<file path="config.mk">
export PLATFORM = sky130hd
export DESIGN_NAME = wb_host_master
export DESIGN_NICKNAME = d
export VERILOG_FILES = /design/src/rtl/wb_host_pkg.sv /design/src/rtl/wb_host_master.sv
export SDC_FILE = /design/constraint.sdc
export NUM_CORES = 1
export LEC_CHECK = 0
export CAP_MARGIN = 15
export CORE_MARGIN = 2
export CORE_UTILIZATION = 48
export CTS_CLUSTER_DIAMETER = 200
export DETAILED_ROUTE_END_ITERATION = 10
export PLACE_DENSITY_LB_ADDON = 0.3
export SKIP_CTS_REPAIR_TIMING = 1
export SYNTH_ARGS = -nofsm -noshare
export SYNTH_HDL_FRONTEND = slang
export SYNTH_SLANG_ARGS = --single-unit
</file>
<file path="constraint.sdc">
create_clock -name wb_clk_i -period 5.2 [get_ports wb_clk_i]
set_input_delay 1.04 -clock wb_clk_i [delete_from_list [all_inputs] [get_ports wb_clk_i]]
set_output_delay 1.04 -clock wb_clk_i [all_outputs]
set_load 0.05 [all_outputs]
</file>
<file path="src/rtl/wb_host_pkg.sv">
// Shared types and status encodings for the Wishbone host master.
package wb_host_pkg;

    typedef enum logic [1:0] {
        IDLE  = 2'd0,
        FETCH = 2'd1,
        REQ   = 2'd2,
        RSP   = 2'd3
    } state_e;

    localparam logic [1:0] ST_OK      = 2'd0;
    localparam logic [1:0] ST_ERR     = 2'd1;
    localparam logic [1:0] ST_TIMEOUT = 2'd2;

endpackage

</file>
<file path="src/rtl/wb_host_master.sv">
// Wishbone classic initiator driven by a command / write-data / read-data
// stream interface. Issues single and incrementing-burst transfers and
// reports a per-command completion status.
// Optional macro WB_HOST_TIMEOUT_EN: abort a strobe that sees no ack/err
// within TIMEOUT cycles and report status TIMEOUT.
module wb_host_master
    import wb_host_pkg::*;
#(
    parameter int unsigned AW      = 32,
    parameter int unsigned DW      = 32,
    parameter int unsigned LENW    = 8,
    parameter int unsigned TIMEOUT = 255
) (
    input  logic            wb_clk_i,
    input  logic            wb_rst_ni,
    input  logic            cmd_valid_i,
    output logic            cmd_ready_o,
    input  logic            cmd_we_i,
    input  logic [AW-1:0]   cmd_adr_i,
    input  logic [DW/8-1:0] cmd_sel_i,
    input  logic [LENW-1:0] cmd_len_i,
    input  logic            wd_valid_i,
    output logic            wd_ready_o,
    input  logic [DW-1:0]   wd_data_i,
    output logic            rd_valid_o,
    input  logic            rd_ready_i,
    output logic [DW-1:0]   rd_data_o,
    output logic            done_o,
    output logic [1:0]      status_o,
    output logic            wbm_cyc_o,
    output logic            wbm_stb_o,
    output logic            wbm_we_o,
    output logic [AW-1:0]   wbm_adr_o,
    output logic [DW-1:0]   wbm_dat_o,
    output logic [DW/8-1:0] wbm_sel_o,
    input  logic [DW-1:0]   wbm_dat_i,
    input  logic            wbm_ack_i,
    input  logic            wbm_err_i
);

    localparam int unsigned SW       = DW / 8;
    localparam logic [AW-1:0] ADR_STEP = AW'(SW);

    state_e          state;
    logic [LENW-1:0] len_q;
    logic [LENW-1:0] beat_q;
    logic            last_beat;

`ifdef WB_HOST_TIMEOUT_EN
    localparam int unsigned TW      = $clog2(TIMEOUT + 1);
    localparam logic [TW-1:0] TO_LAST = TW'(TIMEOUT - 1);
    logic [TW-1:0]   to_cnt;
`endif

    // Current beat is the final one of the command.
    assign last_beat = (beat_q == len_q);

    // Command sequencer with registered Wishbone and stream outputs.
    always_ff @(posedge wb_clk_i or negedge wb_rst_ni) begin
        if (!wb_rst_ni) begin
            state       <= IDLE;
            len_q       <= '0;
            beat_q      <= '0;
            cmd_ready_o <= 1'b0;
            wd_ready_o  <= 1'b0;
            rd_valid_o  <= 1'b0;
            rd_data_o   <= '0;
            done_o      <= 1'b0;
            status_o    <= ST_OK;
            wbm_cyc_o   <= 1'b0;
            wbm_stb_o   <= 1'b0;
            wbm_we_o    <= 1'b0;
            wbm_adr_o   <= '0;
            wbm_dat_o   <= '0;
            wbm_sel_o   <= '0;
`ifdef WB_HOST_TIMEOUT_EN
            to_cnt      <= '0;
`endif
        end else begin
            done_o <= 1'b0;
            case (state)
                IDLE: begin
                    if (cmd_ready_o && cmd_valid_i) begin
                        cmd_ready_o <= 1'b0;
                        wbm_we_o    <= cmd_we_i;
                        wbm_adr_o   <= cmd_adr_i;
                        wbm_sel_o   <= cmd_sel_i;
                        len_q       <= cmd_len_i;
                        beat_q      <= '0;
                        wbm_cyc_o   <= 1'b1;
                        if (cmd_we_i) begin
                            wd_ready_o <= 1'b1;
                            state      <= FETCH;
                        end else begin
                            wbm_stb_o  <= 1'b1;
                            state      <= REQ;
`ifdef WB_HOST_TIMEOUT_EN
                            to_cnt     <= '0;
`endif
                        end
                    end else begin
                        cmd_ready_o <= 1'b1;
                    end
                end

                FETCH: begin
                    if (wd_ready_o && wd_valid_i) begin
                        wbm_dat_o  <= wd_data_i;
                        wd_ready_o <= 1'b0;
                        wbm_stb_o  <= 1'b1;
                        state      <= REQ;
`ifdef WB_HOST_TIMEOUT_EN
                        to_cnt     <= '0;
`endif
                    end
                end

                REQ: begin
                    if (wbm_stb_o && wbm_err_i) begin
                        wbm_cyc_o   <= 1'b0;
                        wbm_stb_o   <= 1'b0;
                        done_o      <= 1'b1;
                        status_o    <= ST_ERR;
                        cmd_ready_o <= 1'b1;
                        state       <= IDLE;
                    end else if (wbm_stb_o && wbm_ack_i) begin
                        wbm_stb_o <= 1'b0;
                        if (!wbm_we_o) begin
                            rd_data_o  <= wbm_dat_i;
                            rd_valid_o <= 1'b1;
                            state      <= RSP;
                        end else if (last_beat) begin
                            wbm_cyc_o   <= 1'b0;
                            done_o      <= 1'b1;
                            status_o    <= ST_OK;
                            cmd_ready_o <= 1'b1;
                            state       <= IDLE;
                        end else begin
                            wbm_adr_o  <= wbm_adr_o + ADR_STEP;
                            beat_q     <= beat_q + LENW'(1);
                            wd_ready_o <= 1'b1;
                            state      <= FETCH;
                        end
                    end
`ifdef WB_HOST_TIMEOUT_EN
                    else if (to_cnt == TO_LAST) begin
                        wbm_cyc_o   <= 1'b0;
                        wbm_stb_o   <= 1'b0;
                        done_o      <= 1'b1;
                        status_o    <= ST_TIMEOUT;
                        cmd_ready_o <= 1'b1;
                        state       <= IDLE;
                    end else begin
                        to_cnt <= to_cnt + TW'(1);
                    end
`endif
                end

                RSP: begin
                    if (rd_valid_o && rd_ready_i) begin
                        rd_valid_o <= 1'b0;
                        if (last_beat) begin
                            wbm_cyc_o   <= 1'b0;
                            done_o      <= 1'b1;
                            status_o    <= ST_OK;
                            cmd_ready_o <= 1'b1;
                            state       <= IDLE;
                        end else begin
                            wbm_adr_o <= wbm_adr_o + ADR_STEP;
                            beat_q    <= beat_q + LENW'(1);
                            wbm_stb_o <= 1'b1;
                            state     <= REQ;
`ifdef WB_HOST_TIMEOUT_EN
                            to_cnt    <= '0;
`endif
                        end
                    end
                end

                default: begin
                    state <= IDLE;
                end
            endcase
        end
    end

endmodule

</file>
# ---- Word-level counts from Yosys, hierarchy flattened
# Index checks and enable logic that the tools add are counted.
dict set report word_totals {
  ff_bits 127
  out_inout_bits 109
  input_bits 116
  wordCells 126
}
dict set report classes {
  bitwise 2
  n_mux 70
  n_reduce_logical 20
  addsub 2
  n_eq_ne 17
}
# op n
set op_table {}
lappend op_table {{2-to-1 mux 32 bit} 6}
lappend op_table {{case mux 32 bit (3 select lines)} 1}
lappend op_table {{2-to-1 mux 8 bit} 6}
lappend op_table {{2-to-1 mux 1 bit} 35}
lappend op_table {{adder 32 x 3 -> 32 bit (second input constant)} 1}
lappend op_table {{2-to-1 mux 2 bit} 13}
lappend op_table {{case mux 8 bit (3 select lines)} 1}
lappend op_table {{inequality test 2 bit (second input constant)} 11}
lappend op_table {{AND reduction 4 bit} 4}
lappend op_table {{AND reduction 6 bit} 2}
lappend op_table {{AND reduction 5 bit} 2}
lappend op_table {{case mux 1 bit (3 select lines)} 3}
lappend op_table {{adder 8 x 1 -> 8 bit (second input constant)} 1}
lappend op_table {{== test 8 bit} 1}
lappend op_table {{case mux 2 bit (4 select lines)} 1}
lappend op_table {{AND reduction 8 bit} 1}
lappend op_table {{inequality test 3 bit (second input constant)} 2}
lappend op_table {{nonzero test 3 bit} 2}
lappend op_table {{logical AND 1 bit} 5}
lappend op_table {{== test 2 bit (second input constant)} 2}
lappend op_table {{case mux 1 bit (2 select lines)} 2}
lappend op_table {{case mux 1 bit (4 select lines)} 1}
lappend op_table {{case mux 2 bit (2 select lines)} 1}
lappend op_table {{AND reduction 2 bit} 2}
lappend op_table {{other kinds (4)} 5}

# ---- Longest topological paths before layout
dict set report depth {
  depth_word 6
  mapped_depth 8
  mapped_depth_nobuf 6
}

# ---- Worst setup path after synthesis
# Ideal clock, no wire load.
dict set report synth_path {
  path_kind {input to register}
  start {in wbm_err_i}
  end {reg beat_q[7]}
  setup_time_ps 78
  slack_ps 2690
  required_time_ps 5122
  stages 5
  path_buffers 0
  arrival_ps 2432
  path_cell_list {nand2b_1 -> o311ai_4 -> o31ai_2 -> or4_1 -> a21oi_1}
}
dict set report synth_between {
  elab_chain_cells 3
}
# element line
set synth_rtl {}
lappend synth_rtl {{start, declared} wb_host_master.sv:38} ;# input logic wbm_err_i
lappend synth_rtl {{logical AND 1 bit} wb_host_master.sv:119} ;# if (wbm_stb_o && wbm_err_i) begin
lappend synth_rtl {{inequality test 2 bit (no line)} --}
lappend synth_rtl {{AND reduction 6 bit (no line)} --}
lappend synth_rtl {{end signal, assigned} wb_host_master.sv:140} ;# beat_q <= beat_q + LENW'(1);
lappend synth_rtl {{end signal, assigned} wb_host_master.sv:170} ;# beat_q <= beat_q + LENW'(1);
lappend synth_rtl {{end, declared} wb_host_master.sv:46} ;# logic [LENW-1:0] beat_q;
# No other way between the ends.
# A chain may end at the register's enable or synchronous reset.

# ---- Worst setup path in the final report
dict set report layout_path {
  start {in cmd_valid_i}
  end {reg wbm_adr_o[19]}
}
dict set report layout_between {
  elab_chain_cells 3
}
# element line
set layout_rtl {}
lappend layout_rtl {{start, declared} wb_host_master.sv:16} ;# input logic cmd_valid_i,
lappend layout_rtl {{logical AND 1 bit} wb_host_master.sv:83} ;# if (cmd_ready_o && cmd_valid_i) begin
lappend layout_rtl {{inequality test 2 bit (no line)} --}
lappend layout_rtl {{AND reduction 6 bit (no line)} --}
lappend layout_rtl {{end signal, assigned} wb_host_master.sv:86} ;# wbm_adr_o <= cmd_adr_i;
lappend layout_rtl {{end signal, assigned} wb_host_master.sv:139} ;# wbm_adr_o <= wbm_adr_o + ADR_STEP;
lappend layout_rtl {{end signal, assigned} wb_host_master.sv:169} ;# wbm_adr_o <= wbm_adr_o + ADR_STEP;
lappend layout_rtl {{end, declared} wb_host_master.sv:33} ;# output logic [AW-1:0] wbm_adr_o,
# No other way between the ends.

==> impl_metrics.ini <==
[run_status]
outcome = finished clean

[global_route]
grt_pass1_wl_mm = 30.4
grtUsageTotal = 0.299
grt_max_degree = 54
grt_pass1_vias = 5634
grt_overflow = 0
antenna_found_initial = 0

[detailed_routing]
wl_per_cell_um = 20.7
drt-total-wl_mm = 19.9
ant_nets = 0
vias = 5599
drt_drc_violations_left = 0
drt_iter0_markers = 552
dr.pass1.iters = 5
viasPerCell = 5.81

[pwr]
leakagePower_nw = 3.71
powerDensity_mw_per_mm2 = 753
max-vdd-ir-drop_v = 0.000504

[cts]
cts.sinks = 127
clock_latency_ns = 0.42
root_buffer = clkbuf_16
cts.reportedPaths.clkPinSlew_ns = 0.06
cts_buffers = 17
htreeDepth = 4
cts_tree = yes
clk_path_buf_depth = 2

[timing]
finalSetupViolCount = 0
slew_headroom = 0.358
rsz0062_at_grt = no
fin_worst_skew_ns = 0.00942
setup_tns_ns = 0
period_needed_ns = 3.46
period_share = 0.665
fmax_mhz = 289
final_max_slew_viol_count = 0
final-hold-violation-count = 0
tightest_slew_ns = 0.963

[placed_design]
place.gp.congestion = 0.908
port_buffers = 224
dp_hpwl_mm = 13.4
dp_cells = 932

[synthesis]
synth_top_area_share = 0.530
synth_edf_count = 0
yosysTopAreaCell = dfrtp_1
syn-num-nets = 682
seq_area_frac_synth = 0.530
async_flop_share = 1.00
postSynthAreaPerCell_um2 = 10.6
synth_area_mm2 = 0.00600
synth_cells = 564
yosysWarnings = 0
synth_area_leaders = dfrtp_1 (53%), mux2_2 (12%), nand2_1 (4.8%)
ys_dominant_reg_cell = dfrtp_1
synth_cell_types = 57
ys_ff_latch = 127

[worst_setup_path]
crit_path_start_kind = input pin
endpoint_kind = flip-flop
startpoint = cmd_valid_i
crit_fanout = 29
crit_type = in2reg
crit_required_ns = 5.50
reg2reg_from = state[0]
critPathArrivalTime_ns = 3.76

[run]
cap_violations = 0

[die]
die_area_mm2 = 0.0134
row_count = 40
chipHeight_um = 116
coreArea_mm2 = 0.0121
initial_core_util = 0.495
ios = 225
die_w_um = 116

[min_path]
hp-start = wbm_adr_o[1]
hp-class = reg2reg

[layout]
antenna_cells = 0
final_cell_count_no_fill = 964
area_growth_pct = 49.5
nNetsFinal = 901
ff_latch_area_mm2 = 0.00318
multi_input_area_mm2 = 0.00266
final_cell_mix = clkdlybuf4s50_1 (223), dfrtp_1 (127), nand2_1 (77)
nFillCells = 829
drive_gt1_frac = 0.141
layout_commonest_cell = clkdlybuf4s50_1
==> cells in the mapped netlist (all sizes together), types with 5 or more instances <==
cell type and instances:
nor4 6, nand2 78, clkbuf 29, a21oi 21, xnor2 9, mux2i 6
and3 5, nand4 11, mux2 64, and4 5, a31oi 9, or4 5
a211oi 5, or3 5, nand3 23, o21ai 25, a22oi 11, nor3 9
o22ai 10, dfrtp 127, nor2 30, o31ai 7, inv 9
==> worst max-delay path, cell delays in order <==
cell and delay, ns:
clkdlybuf4s50_1 0.44, nand4bb_1 0.12, buf_4 0.36, o311a_1 0.88
a21oi_1 0.34, and3_1 0.28, a221o_1 0.29
==> power by group <==
part	switching [mW]	leakage [nW]	internal (mW)
Combinational	2.44	1.90	1.30
Sequential	0.429	1.53	1.44
Clock	0.442	0.278	0.703
==> layer usage <==
layer / track usage / share of wire / vias to the layer above
li1: - / - / 2507
met1: 0.369 / 0.38 / 2748
met2: 0.482 / 0.49 / 314
met3: 0.121 / 0.11 / 30
met4: 0.0984 / 0.017 / 0
met5: 0 / 0 / -
==> final timing paths <==
check | to | slack [ns] | depth (start not counted)
min in group asynchronous | wbm_adr_o[19] | 0.61 | 1
worst max-delay path | wbm_adr_o[19] | 1.74 | 7
worst min-delay path | wbm_adr_o[1] | 0.48 | 2
max in group asynchronous | wbm_dat_o[24] | 3.46 | 2
worst max register to register | wbm_adr_o[19] | 2.08 | 6
worst min register to register | wbm_adr_o[1] | 0.48 | 2
==> through the flow <==
stage,instance area (um^2),hold WS (ns),setup WS (ns),util,total power [mW]
5_1_grt,8960,0.508,1.65,0.740,7.03
3_5_place_dp,8390,0.466,1.39,0.693,5.55
2_1_floorplan,6000,0.467,2.69,-,4.23
3_3_place_gp,8390,0.462,1.49,0.693,5.45
4_1_cts,8960,0.484,1.82,0.740,6.75
6_report,8960,0.478,1.74,0.740,6.75
==> area by class of cell <==
class	instances	share of cell area
inverters	9	0.00377
repair buffers	233	0.257
flip-flops and latches	127	0.355
clock buffers	22	0.0540
multi-input cells	395	0.297
well taps	168	0.0235
clock inverters	10	0.00963
==> kinds of logic (layout without fill, tap and decap cells) <==
| logic type | Yosys count | in the layout | synth area share |
|---|---|---|---|
| compound gates | 125 | 125 | 0.145 |
| xor+xnor | 9 | 9 | 0.0131 |
| fa+ha+maj | 2 | 2 | 0.00417 |
| buf+inv | 42 | 274 | 0.0267 |
| flops | 127 | 127 | 0.530 |
| mux | 70 | 70 | 0.130 |
| simple gates | 189 | 189 | 0.150 |
==> registers in the layout, indices dropped and copies added (netlist names), 2 cells and up <==
register / count
status_o: 2
wbm_dat_o: 32
rd_data_o: 32
wbm_adr_o: 32
beat_q: 8
len_q: 8
wbm_sel_o: 4
state: 2
(Power assumes the default switching activity.)
